==> src/rtl/tnoc_axi_read_request_arbiter.sv <==
// Round-robin arbiter sharing one AXI AR/R channel pair among several local masters.
// AR payload is registered in a two-state ARB/HOLD stage; R beats route back by the upper RID bits.
module tnoc_axi_read_request_arbiter #(
    parameter int REQUESTERS      = 4,
    parameter int ID_WIDTH        = 4,
    parameter int ADDR_WIDTH      = 64,
    parameter int DATA_WIDTH      = 256,
    parameter int MAX_OUTSTANDING = 8,
    localparam int IDX_WIDTH      = $clog2(REQUESTERS),
    localparam int M_ID_WIDTH     = IDX_WIDTH + ID_WIDTH
) (
    input  logic                           clk,
    input  logic                           rst,
    input  logic [REQUESTERS-1:0]          s_arvalid,
    output logic [REQUESTERS-1:0]          s_arready,
    input  logic [REQUESTERS*ID_WIDTH-1:0] s_arid,
    input  logic [REQUESTERS*ADDR_WIDTH-1:0] s_araddr,
    input  logic [REQUESTERS*8-1:0]        s_arlen,
    input  logic [REQUESTERS*3-1:0]        s_arsize,
    input  logic [REQUESTERS*2-1:0]        s_arburst,
    output logic                           m_arvalid,
    input  logic                           m_arready,
    output logic [M_ID_WIDTH-1:0]          m_arid,
    output logic [ADDR_WIDTH-1:0]          m_araddr,
    output logic [7:0]                     m_arlen,
    output logic [2:0]                     m_arsize,
    output logic [1:0]                     m_arburst,
    input  logic                           m_rvalid,
    output logic                           m_rready,
    input  logic [M_ID_WIDTH-1:0]          m_rid,
    input  logic [DATA_WIDTH-1:0]          m_rdata,
    input  logic [1:0]                     m_rresp,
    input  logic                           m_rlast,
    output logic [REQUESTERS-1:0]          s_rvalid,
    input  logic [REQUESTERS-1:0]          s_rready,
    output logic [ID_WIDTH-1:0]            s_rid,
    output logic [DATA_WIDTH-1:0]          s_rdata,
    output logic [1:0]                     s_rresp,
    output logic                           s_rlast,
    output logic                           o_route_error
);

    localparam int CNT_WIDTH = $clog2(MAX_OUTSTANDING + 1);
    localparam logic [CNT_WIDTH-1:0] CNT_MAX  = CNT_WIDTH'(MAX_OUTSTANDING);
    localparam logic [IDX_WIDTH-1:0] LAST_IDX = IDX_WIDTH'(REQUESTERS - 1);

    typedef enum logic {ARB, HOLD} state_t;

    state_t                 state;
    logic [IDX_WIDTH-1:0]   ptr;
    logic [IDX_WIDTH-1:0]   winner;
    logic [IDX_WIDTH-1:0]   cand;
    logic [IDX_WIDTH-1:0]   r_idx;
    logic                   found;
    logic                   r_idx_ok;
    logic [REQUESTERS-1:0]  eligible;
    logic [REQUESTERS-1:0]  r_done;
    logic [CNT_WIDTH-1:0]   cnt [REQUESTERS];

    // A requester at its outstanding limit is invisible to the arbiter.
    always_comb begin
        eligible = '0;
        for (int i = 0; i < REQUESTERS; i++) begin
            eligible[i] = s_arvalid[i] && (cnt[i] < CNT_MAX);
        end
    end

    always_comb begin
        found  = 1'b0;
        winner = '0;
        cand   = '0;
        for (int k = 0; k < REQUESTERS; k++) begin
            cand = IDX_WIDTH'((int'(ptr) + k) % REQUESTERS);
            if (!found && eligible[cand]) begin
                found  = 1'b1;
                winner = cand;
            end
        end
    end

    always_comb begin
        s_arready = '0;
        if (!rst && state == ARB && found) begin
            s_arready[winner] = 1'b1;
        end
    end

    // Beats carrying an index with no requester behind it are swallowed.
    assign r_idx    = m_rid[M_ID_WIDTH-1 -: IDX_WIDTH];
    assign r_idx_ok = int'(r_idx) < REQUESTERS;

    always_comb begin
        s_rvalid = '0;
        m_rready = 1'b1;
        r_done   = '0;
        if (r_idx_ok) begin
            s_rvalid[r_idx] = m_rvalid;
            m_rready        = s_rready[r_idx];
            r_done[r_idx]   = m_rvalid && s_rready[r_idx] && m_rlast;
        end
    end

    assign s_rid   = m_rid[ID_WIDTH-1:0];
    assign s_rdata = m_rdata;
    assign s_rresp = m_rresp;
    assign s_rlast = m_rlast;

    always_ff @(posedge clk) begin
        if (rst) begin
            state         <= ARB;
            ptr           <= '0;
            m_arvalid     <= 1'b0;
            m_arid        <= '0;
            m_araddr      <= '0;
            m_arlen       <= '0;
            m_arsize      <= '0;
            m_arburst     <= '0;
            o_route_error <= 1'b0;
            for (int i = 0; i < REQUESTERS; i++) begin
                cnt[i] <= '0;
            end
        end else begin
            o_route_error <= m_rvalid && !r_idx_ok;
            case (state)
                ARB: begin
                    if (found) begin
                        state     <= HOLD;
                        m_arvalid <= 1'b1;
                        m_arid    <= {winner, s_arid[winner*ID_WIDTH +: ID_WIDTH]};
                        m_araddr  <= s_araddr[winner*ADDR_WIDTH +: ADDR_WIDTH];
                        m_arlen   <= s_arlen[winner*8 +: 8];
                        m_arsize  <= s_arsize[winner*3 +: 3];
                        m_arburst <= s_arburst[winner*2 +: 2];
                        ptr       <= (winner == LAST_IDX) ? '0 : winner + 1'b1;
                    end
                end
                HOLD: begin
                    if (m_arready) begin
                        state     <= ARB;
                        m_arvalid <= 1'b0;
                    end
                end
                default: state <= ARB;
            endcase
            // A grant and a burst completion for the same requester cancel out.
            for (int i = 0; i < REQUESTERS; i++) begin
                if (s_arvalid[i] && s_arready[i] && !r_done[i]) begin
                    cnt[i] <= cnt[i] + 1'b1;
                end else if (r_done[i] && !(s_arvalid[i] && s_arready[i]) && cnt[i] != '0) begin
                    cnt[i] <= cnt[i] - 1'b1;
                end
            end
        end
    end

endmodule

==> config.mk <==
export PLATFORM = sky130hd
export DESIGN_NAME = tnoc_axi_read_request_arbiter
export DESIGN_NICKNAME = d
export VERILOG_FILES = /design/src/rtl/tnoc_axi_read_request_arbiter.sv
export SDC_FILE = /design/constraint.sdc
export NUM_CORES = 1
export LEC_CHECK = 0
export ABC_AREA = 1
export BUFFER_PORTS_ARGS = -buffer_cell sky130_fd_sc_hd__buf_2
export CAP_MARGIN = 20
export CORE_AREA = 2 2 372 374
export CTS_CLUSTER_DIAMETER = 150
export DETAILED_ROUTE_END_ITERATION = 16
export DIE_AREA = 0 0 374 376
export SYNTH_ARGS = -nofsm -noshare
export SYNTH_HDL_FRONTEND = slang
export SYNTH_SLANG_ARGS = --single-unit
==> constraint.sdc <==
create_clock -name clk -period 4.1 [get_ports clk]
set_input_delay 0.205 -clock clk [delete_from_list [all_inputs] [get_ports clk]]
set_output_delay 0.205 -clock clk [all_outputs]
set_load 0.02 [all_outputs]
==> out/results.txt, run 1 <==
RR Startpoint = ptr[0]
Total GRT Usage = 0.0962
HP Class = in -> reg
PD cells = 765 nW/um^2
CTS tree = done
Worst Tran Pin Value = 0.903 ns
Synth warnings = 0
GRT met3 Usage = 0.0920
Hold endpoint = m_araddr[39]
Worst vdd ir = 0.851 mV
CP Max Fanout = 32
WP data required = 4.30 ns
DP HPWL = 58,500 um
Post-synthesis async set-or-reset flop share = 0
Clock Path Buffers = 2
Number of CTS-inserted buffers = 9
Final min period = 3.27 ns
Clock slew seen by the registers of the worst setup and hold paths = 0.09 ns
Max-slew violation count = 0
Clock tree root driver cell = clkbuf_16
Initial antenna violation count = 27
Hold_sp = s_araddr[231]
Final Hold Fails = 0
DIE AREA = 141,000 sq um
Die width = 374 um
Vias per cell = 3.06
Worst reg2reg path depth = 20
Final WL = 69,700 um
Gpl congestion = 0.869
Routed Antenna Nets = 0
Bufs and invs on worst path = 3
H-Tree Depth = 3
Cells along the critical path = inv_4 > nand3_1 > nand2_1 > nand2_1 > nand2_1 > nor2_1 > nor2_1 > nand2_4 > nand2_8 > nor2_1 > nand2_1 > nand2_2 > inv_1 > ha_1 > a21oi_1 > nand2_1 > xor2_1 > inv_1 > nand3_1 > nand2_1
Worst slew margin = 0.398
Avg WL per Cell = 19.9 um
RSZ-0062 raised after global routing = no
Register area share after synthesis = 0.227
Synth Area per Inst = 6.14 sq um
Vias in the first global route = 10,000
Hold Path Cell Cnt = 5
Tcrit/Tclk final = 0.798
Worst path max stage delay = 0.61 ns
First-pass GRT wire length = 89,700 um
Largest net degree at the start of global routing = 135
Met2 Use GR = 0.162
Max_cap viols = 0
Lkg Pwr = 0.00599 uW
Grt ovf = 0
Detailed Route Iter0 Violations = 547
Gate Count Post-Synth = 1,593
Initial Util = 0.0716
CP Launch Type = flip-flop
Post-synth EDFFs = 16
Mapped cell area = 9780 sq um
Met1 usage = 0.0784
CP delay by family, top = simple AND/OR/NAND/NOR gates
Most frequent CP cell = nand2_1
Setup TNS Final = 0 ns
Gr busiest metal = met2
Placement Rows = 136
Core Footprint = 137,000 sq um
R2r endpoint = cnt[1][3]
Nets = 2,310
Crit path launch = ptr[0]
Post-synthesis register bit count = 103
Instance area at placement = 12,000 sq um
Final setup viols = 0
Clk_skew = 0.0121 ns
DRC viols = 0
Routed via count = 10,700
Total setup buffers inserted after CTS = 0
Vert. Die Dim = 376 um
I/O pin count = 958
Commonest register cell after synthesis = dfxtp_1
Fin area = 12,300 sq um
CP arrival = 3.47 ns
Status = finished clean
Fmax achieved = 0.306 GHz
DRT Pass-1 Iters = 5
Type of the worst setup path = reg -> reg
Net count after synthesis = 2,206
Number of port buffers = 432
Worst skew pair latency = 0.44 ns
Total clock sinks = 103
Layout cells sized above 1 = 0.286
FILL cells = 16,100
Slowest CP cell = dfxtp_1
R2R Setup Slk = 0.83 ns
CP Capture Type = flip-flop
Area Growth Syn to Fin = 26.0%
Number of distinct library cells after synthesis = 34
[tightest hold or removal path: cells and delay by family]
kind                   cells  cell delay (ns)
AND/OR/NAND/NOR            4             0.23
buffers and inverters      1             0.08
[sequential cells by signal (all words and copies together), names as in the netlist]
signal and count:
m_araddr 64, cnt 16, m_arlen 8, m_arid 6
m_arsize 3, m_arburst 2, ptr 2, m_arvalid 1
state 1
[per-stage QoR]
| step | power, uW | hold WS [ns] | utilization | std cells | setup slack (ns) |
|---|---|---|---|---|---|
| floorplan | 6430 | 0.277 | - | 1593 | 1.46 |
| global placement | 8340 | 0.410 | 0.0875 | 3477 | 0.963 |
| detailed placement | 8440 | 0.410 | 0.0875 | 3477 | 0.881 |
| CTS | 9650 | 0.0385 | 0.0902 | 3496 | 0.755 |
| global route | 10400 | 0.0927 | 0.0902 | 3497 | 0.492 |
| finish | 9440 | 0.109 | 0.0902 | 3498 | 0.827 |
[cells in the mapped netlist, types with 2 or more instances]
| library cell | instances | area (sq um) |
|---|---|---|
| a211oi_1 | 2 | 15.0 |
| a21oi_1 | 12 | 60.1 |
| a22oi_1 | 2 | 15.0 |
| buf_1 | 3 | 11.3 |
| buf_2 | 52 | 260 |
| buf_4 | 279 | 2090 |
| clkbuf_1 | 24 | 90.1 |
| dfxtp_1 | 87 | 1740 |
| edfxtp_1 | 16 | 480 |
| fa_1 | 3 | 60.1 |
| ha_1 | 9 | 113 |
| inv_1 | 116 | 435 |
| inv_2 | 5 | 18.8 |
| nand2_1 | 386 | 1450 |
| nand2_2 | 4 | 25.0 |
| nand3_1 | 192 | 961 |
| nand3_2 | 3 | 30.0 |
| nand3b_1 | 30 | 225 |
| nand4_1 | 55 | 344 |
| nor2_1 | 227 | 852 |
| nor2_2 | 4 | 25.0 |
| nor2_4 | 2 | 22.5 |
| nor3_1 | 3 | 15.0 |
| o21ai_0 | 58 | 290 |
| o21ai_1 | 2 | 10.0 |
| xor2_1 | 9 | 78.8 |
[cells in the final DEF, fill, tap and decap left out, drive strengths merged]
master and instances:
o41ai 1, xor2 9, xnor2 1, diode 2, clkinvlp 2, o21ai 60, nand3b 30, ha 9
nor4 1, nand2 390, nand4 55, clkbuf 9, fa 3, a22oi 2, o311ai 1, dlygate4sd3 3
inv 124, bufinv 2, a211oi 2, nand3 195, buf 449, o22ai 1, nor2 233, a21oi 12
dfxtp 87, nor3 3, conb 1, edfxtp 16, clkinv 1
[power breakdown]
part | internal (uW) | leakage, uW | switching, uW
combinational | 1880 | 0.00495 | 4870
sequential | 1400 | 0.000888 | 195
clock | 544 | 0.000154 | 557
[layer usage]
layer	wire length (um)	vias up
li1	-	4988
met1	20800	4710
met2	32600	931
met3	14600	82
met4	1650	10
met5	58	-
[repair_timing]
item | CTS | global route
hold buffers | 3 | 0
hold endpoints to repair | 2 | 0
resized for setup | 0 | 0
[how the worst max path moves through the flow]
stage                   endpoint  slack [ns]  cells past startpoint
global route        s_arready[3]        0.49                     13
finish                 cnt[1][3]        0.83                     20
CTS                 s_arready[3]        0.75                     13
global placement       cnt[1][3]        0.96                     20
detailed placement     cnt[1][3]        0.88                     20
floorplan              cnt[1][3]        1.46                     20
[cell type report]
type                            instances  area [sq um]  area share
Timing Repair Buffer                  452          2390       0.194
Sequential cell                       103          2220       0.180
Tap cell                             1794          2240       0.182
Clock inverter                          7           104     0.00843
Clock buffer                            9           225      0.0183
Antenna cell                            2          5.00    0.000406
Inverter                              122           463      0.0376
Multi-Input combinational cell       1009          4670       0.379
[cell families (layout without fill, tap and decap cells)]
| logic type | count (synthesis) | after routing | synth area share |
|---|---|---|---|
| fa+ha+maj | 12 | 12 | 0.0176 |
| compound gates | 79 | 79 | 0.0423 |
| flops | 103 | 103 | 0.227 |
| buf+inv | 481 | 590 | 0.299 |
| other cells | 1 | 3 | 0.000383 |
| xor+xnor | 10 | 10 | 0.00895 |
| simple gates | 907 | 907 | 0.404 |
No activity file was read; power rests on OpenSTA's default activity.
==> run 2: changes to the inputs <==
CORE_AREA = 2 2 369 371   (was 2 2 372 374)
DIE_AREA = 0 0 371 373   (was 0 0 374 376)
clock period = 2.7 ns   (was 4.1 ns; I/O delays follow)
==> out/results.txt, run 2 (synthesis gave the netlist of run 1 again) <==
DP Cell Count = 3,505 (+0.81%)
Cells along the critical path = inv_8 > nand2_2 > nand2_2 > nand3_2 > nand2_4 > nor2_1 > nor2_1 > nand2_4 > nand2_8 > buf_4 > nand3_2 > nand2_2 > inv_2 > ha_1 > nand3_1 > nand2_2 > xor2_2 > nand2_1 > o21ai_1
I/O pin count = 958 (unchanged)
DRC viols = 0 (unchanged)
Clock tree root driver cell = clkbuf_16
Number of port buffers = 432 (unchanged)
Gpl congestion = 0.856 (-1.6%)
Die width = 371 um (-0.80%)
Vert. Die Dim = 373 um (-0.80%)
Worst skew pair latency = 0.44 ns (about the same)
Grt ovf = 0 (unchanged)
Placement Rows = 135 (-0.74%)
Nets = 2,404 (+4.1%)
Final Hold Fails = 0 (unchanged)
CP Launch Type = flip-flop
Tcrit/Tclk final = 0.967 (+0.168)
Max reg flops = 64 (unchanged)
FILL cells = 15,800 (-1.7%)
Final min period = 2.61 ns (-0.663 ns)
Total Power = 15,200 uW (+61%)
CP Capture Type = flip-flop
Fin cells = 3,587 (+2.5%)
DRT Pass-1 Iters = 5 (unchanged)
Most frequent CP cell = nand2_2
Clock Path Buffers = 2 (unchanged)
Routed Antenna Nets = 0 (unchanged)
Worst Tran Pin Value = 0.829 ns (-0.0739 ns)
Status = finished clean
Routed via count = 11,300 (+5.0%)
DP HPWL = 65,800 um (+12%)
CTS tree = done
Vias in the first global route = 10,500 (+4.4%)
Fmax achieved = 0.383 GHz (+25%)
Layout cells sized above 1 = 0.322 (+0.0357)
Lkg Pwr = 0.00644 uW (+7.5%)
Multi-input gate area = 4880 sq um (+4.5%)
Number of CTS-inserted buffers = 9 (unchanged)
Sequential cell area = 2230 sq um (+0.34%)
Slowest CP cell = dfxtp_4
Clk_skew = 0.0115 ns (-0.000618 ns)
Final setup viols = 0 (unchanged)
Initial Util = 0.0727 (+0.00107)
First-pass GRT wire length = 97,000 um (+8.1%)
H-Tree Depth = 3 (unchanged)
HP Class = in -> reg
PD cells = 1130 nW/um^2 (+48%)
Final WL = 77,700 um (+12%)
Largest net degree at the start of global routing = 81 (-40%)
Largest Register = m_araddr
CP Max Fanout = 8 (-75%)
Worst slew margin = 0.447 (+0.0492)
Largest regs = m_araddr x64, cnt x16, m_arlen x8
DIE AREA = 138,000 sq um (-1.6%)
Most common cell after layout, fill and taps aside = buf_2
Total clock sinks = 103 (unchanged)
Total GRT Usage = 0.108 (+0.0116)
Detailed Route Iter0 Violations = 606 (+11%)
WP data required = 2.89 ns (-1.41 ns)
Highest-count cells in the layout ignoring fill and taps = buf_2 (431), nand2_1 (369), nor2_1 (226)
Clock slew seen by the registers of the worst setup and hold paths = 0.09 ns (about the same)
Avg WL per Cell = 21.7 um (+8.7%)
RSZ-0062 raised after global routing = yes
Max_cap viols = 0 (unchanged)
Initial antenna violation count = 40 (+48%)
Type of the worst setup path = reg -> reg
CP arrival = 2.80 ns (-0.67 ns)
Worst path max stage delay = 0.41 ns (-0.20 ns)
Max-slew violation count = 0 (unchanged)
Area Growth Syn to Fin = 37.3%
Vias per cell = 3.14 (+2.4%)
Worst vdd ir = 0.767 mV (-9.9%)
Core Footprint = 135,000 sq um (-1.5%)
## run 2: cell count changes in the layout (fill, tap and decap cells not counted), sizes merged
cell,before,now
buf,449,497
bufinv,2,1
clkbuf,9,10
clkinv,1,2
clkinvlp,2,1
diode,2,10
dlygate4sd3,3,49
## run 2: path summary, 6_finish.rpt
check	startpoint	end	slack, ns	depth (start not counted)
worst max-delay path	ptr[0]	cnt[0][3]	0.09	19
worst min-delay path	s_araddr[239]	m_araddr[47]	0.06	5
worst min register to register	m_araddr[11]	m_araddr[11]	0.45	2
worst max register to register	ptr[0]	cnt[0][3]	0.09	19
## run 2: repair_timing
| action | CTS | global route |
|---|---|---|
| setup endpoints to repair | 10 | 18 |
| hold buffers | 49 | 0 |
| pin swaps | 1 | 16 |
| hold endpoints to repair | 38 | 0 |
| gates resized for setup | 8 | 57 |
| setup buffers | 2 | 5 |
## run 2: final cells by class
class                           instances  share of cell area
Antenna cell                           10             0.00186
Clock buffer                           10              0.0170
Clock inverter                          6             0.00512
Inverter                              122              0.0350
Multi-Input combinational cell       1009               0.363
Sequential cell                       103               0.166
Tap cell                             1781               0.166
Timing Repair Buffer                  546               0.246
## run 2: worst max-delay path, delay by kind of cell (launching register included)
kind                     cells  cell delay [ns]
AO/OA/AOI/OAI                1             0.05
AND/OR/NAND/NOR             13             1.22
buffers and inverters        3             0.27
adder cells (fa/ha/maj)      1             0.28
flip-flops                   1             0.41
XOR/XNOR                     1             0.14
## run 2: where the power goes
part / internal, uW / switching [uW]
clock network: 732 / 864
logic: 3510 / 7650
registers: 2130 / 300
## run 2: layer usage
metal	track usage	wire (um)	vias up
met5	0.00570	274	-
met4	0.0306	1880	32
met3	0.105	16700	111
met2	0.176	35200	894
met1	0.0915	23700	5027
li1	-	-	5189
## run 2: metrics by stage
stage	setup WS [ns]	area [sq um]	setup TNS [ns]	utilization	hold slack, ns
6_report	0.0900	13400	0	0.0998	0.0632
3_5_place_dp	-0.126	12300	-0.749	0.0915	0.270
5_1_grt	-0.120	13400	-0.197	0.0996	0.0562
2_1_floorplan	0.0622	9780	0	-	0.207
3_3_place_gp	-0.0741	12300	-0.0998	0.0915	0.270
4_1_cts	0.0127	13100	0	0.0977	0.000474
==> run 3: changes to the inputs <==
ABC_AREA = default   (was 1)
CORE_AREA = 2 2 376 378   (was 2 2 369 371)
DIE_AREA = 0 0 378 380   (was 0 0 371 373)
==> out/results.txt, run 3 <==
Status = finished clean
Worst Tran Pin Value = 0.774 ns (-0.0547 ns)
Max_cap viols = 0 (unchanged)
Number of port buffers = 432 (unchanged)
Met1 usage = 0.0703 (-0.0212)
Number of distinct library cells after synthesis = 55 (+62%)
Number of CTS-inserted buffers = 9 (unchanged)
Hold_sp = s_araddr[51]
Mapped cell area = 8210 sq um (-16%)
FILL cells = 16,100 (+1.5%)
Worst path max stage delay = 0.59 ns (+0.18 ns)
GRT met3 Usage = 0.0876 (-0.0173)
Commonest register cell after synthesis = dfxtp_1
Clock Path Buffers = 2 (unchanged)
Largest Register = m_araddr
Post-synthesis async set-or-reset flop share = 0 (unchanged)
Lkg Pwr = 0.00565 uW (-12%)
DRC viols = 0 (unchanged)
Post-synthesis register bit count = 103 (unchanged)
Tcrit/Tclk final = 0.984 (+0.0171)
Type of the worst setup path = reg -> reg
Grt ovf = 0 (unchanged)
Worst vdd ir = 0.297 mV (-61%)
Routed Antenna Nets = 0 (unchanged)
Die width = 378 um (+1.9%)
Clock tree root driver cell = clkbuf_16
Vert. Die Dim = 380 um (+1.9%)
Worst skew pair latency = 0.46 ns (+0.02 ns)
Initial Util = 0.0590 (-0.0137)
Most common cell after layout, fill and taps aside = buf_2
I/O pin count = 958 (unchanged)
Net count after synthesis = 1,595 (-28%)
Placement Rows = 137 (+1.5%)
Gate Count Post-Synth = 982 (-38%)
PD cells = 430 nW/um^2 (-62%)
Clock slew seen by the registers of the worst setup and hold paths = 0.09 ns (about the same)
Clk_skew = 0.0207 ns (+0.00918 ns)
Met2 Use GR = 0.179 (+0.00359)
Max-slew violation count = 0 (unchanged)
Largest net degree at the start of global routing = 76 (-6.2%)
Largest regs = m_araddr x64, cnt x16, m_arlen x8
Post-synth EDFFs = 16 (unchanged)
Synth warnings = 0 (unchanged)
Gpl congestion = 0.847 (-0.98%)
Register area share after synthesis = 0.271 (+0.0435)
Bufs and invs on worst path = 2 (-1)
Crit path launch = cnt[0][3]
Total clock sinks = 103 (unchanged)
Final WL = 74,000 um (-4.7%)
Total GRT Usage = 0.0987 (-0.00919)
Core Footprint = 139,000 sq um (+3.4%)
WP data required = 3.00 ns (+0.11 ns)
DP HPWL = 60,100 um (-8.7%)
Main area contributors after synthesis = buf_4 (25%), dfxtp_1 (21%), mux2i_1 (10%), nand3_1 (10%), o2111ai_1 (8.6%)
H-Tree Depth = 3 (unchanged)
Max reg flops = 64 (unchanged)
Detailed Route Iter0 Violations = 577 (-4.8%)
Setup TNS Final = 0 ns (unchanged)
Avg WL per Cell = 22.4 um (+3.6%)
Vias per cell = 2.94 (-6.2%)
Synth Area per Inst = 8.36 sq um (+36%)
CP arrival = 2.96 ns (+0.16 ns)
CP Launch Type = flip-flop
Area leader, netlist = buf_4
Count leader, synth = buf_4
First-pass GRT wire length = 92,200 um (-4.9%)
CP delay by family, top = buffers and inverters
Final Hold Fails = 0 (unchanged)
Initial antenna violation count = 28 (-30%)
Cells along the critical path = nor2b_4 > nand3_1 > nand3_4 > buf_12 > mux2i_1 > dlygate4sd3_1 > o2111ai_1
CTS tree = done
Worst slew margin = 0.484 (+0.0365)
RSZ-0062 raised after global routing = no
Post-synth top cells = buf_4 (269), nand3_1 (166), dfxtp_1 (87)
Total Power = 5990 uW (-61%)
RR Startpoint = cnt[0][3]
Final min period = 2.66 ns (+0.0463 ns)
DRT Pass-1 Iters = 5 (unchanged)
HP Class = in -> reg
Slowest CP cell = dlygate4sd3_1
Fmax achieved = 0.376 GHz (-1.7%)
Nets = 2,018 (-16%)
DIE AREA = 144,000 sq um (+3.8%)
Layout cells sized above 1 = 0.355 (+0.0328)
Area Growth Syn to Fin = 70.0%
Final setup viols = 0 (unchanged)
Top cell type's share of synthesized area = 0.246 (+0.0319)
Highest-count cells in the layout ignoring fill and taps = buf_2 (432), dlygate4sd3_1 (280), nand3_1 (165)
CP Max Fanout = 72 (+64)
Routed via count = 9,711 (-14%)
Vias in the first global route = 9,924 (-5.3%)
CP Capture Type = flip-flop
Gr busiest metal = met2
==> run 3: cell types whose count changed after synthesis, sizes merged, moves of 29 or more <==
cell | previous run | this run
nor2 | 233 | 10
mux2i | 0 | 85
buf | 335 | 305
nand4 | 55 | 0
inv | 122 | 16
nand3 | 195 | 166
o2111ai | 0 | 81
nand2 | 390 | 86
o21ai | 60 | 4
==> run 3: tightest hold or removal path: cells and delay by family <==
kind,cells,cell delay [ns]
buffers and inverters,1,0.08
multiplexers,1,0.06
AO/OA/AOI/OAI,1,0.17
==> run 3: cells by family (layout without fill, tap and decap cells) <==
kind of cell / count (synthesis) / after routing / share of synthesized area
other: 1 / 16 / 0.000457
multiplexers: 87 / 87 / 0.108
flip-flops: 103 / 103 / 0.271
AO/OA/AOI/OAI: 125 / 125 / 0.126
buffers and inverters: 349 / 777 / 0.290
XOR/XNOR: 6 / 6 / 0.00640
AND/OR/NAND/NOR: 299 / 299 / 0.178
adder cells (fa/ha/maj): 12 / 12 / 0.0210
==> run 3: power by group <==
part | switching [uW] | internal (uW)
registers | 145 | 1790
logic | 1420 | 1070
clock network | 910 | 656
total | 2480 | 3520
==> run 3: layout make-up <==
type	instances	area, sq um	area share
timing repair buffer	745	5330	0.382
multi-input combinational	530	3660	0.262
tap	1876	2350	0.168
sequential	103	2220	0.159
clock buffer	9	225	0.0161
clock inverter	7	72.6	0.00520
inverter	16	62.6	0.00448
antenna	15	37.5	0.00269
==> run 3: final timing paths <==
check	to	slack [ns]	depth (start not counted)
worst max-delay path	m_araddr[61]	0.04	7
worst min-delay path	m_araddr[51]	0.04	3
worst max register to register	m_araddr[61]	0.04	7
worst min register to register	m_araddr[44]	0.47	2
==> run 3: stage by stage <==
step | setup WS (ns) | instance area [sq um] | hold slack, ns | utilization | cells
after floorplan | 0.0469 | 8210 | 0.292 | - | 982
after global placement | 0.0985 | 10700 | 0.270 | 0.0769 | 2984
after detailed placement | 0.0271 | 10700 | 0.270 | 0.0769 | 2984
after CTS | 0.00576 | 13900 | 0.000544 | 0.0996 | 3282
after global routing | 0.00327 | 13900 | 0.00491 | 0.100 | 3291
final | 0.0438 | 14000 | 0.0375 | 0.100 | 3301
==> run 3: layer usage <==
| metal | routed length, um | vias up | part of all wire |
|---|---|---|---|
| li1 | - | 4109 | - |
| met5 | 42 | - | 0.00057 |
| met2 | 37000 | 974 | 0.50 |
| met1 | 19600 | 4491 | 0.26 |
| met4 | 2910 | 6 | 0.039 |
| met3 | 14500 | 131 | 0.20 |
==> run 3: what timing repair did <==
action,4_1_cts,5_1_grt
endpoints found under the setup margin,1,35
resized for setup,3,8
hold endpoints to repair,83,0
hold buffers,280,0
buffers inserted,1,4
cloned,1,0
pin swaps,0,1
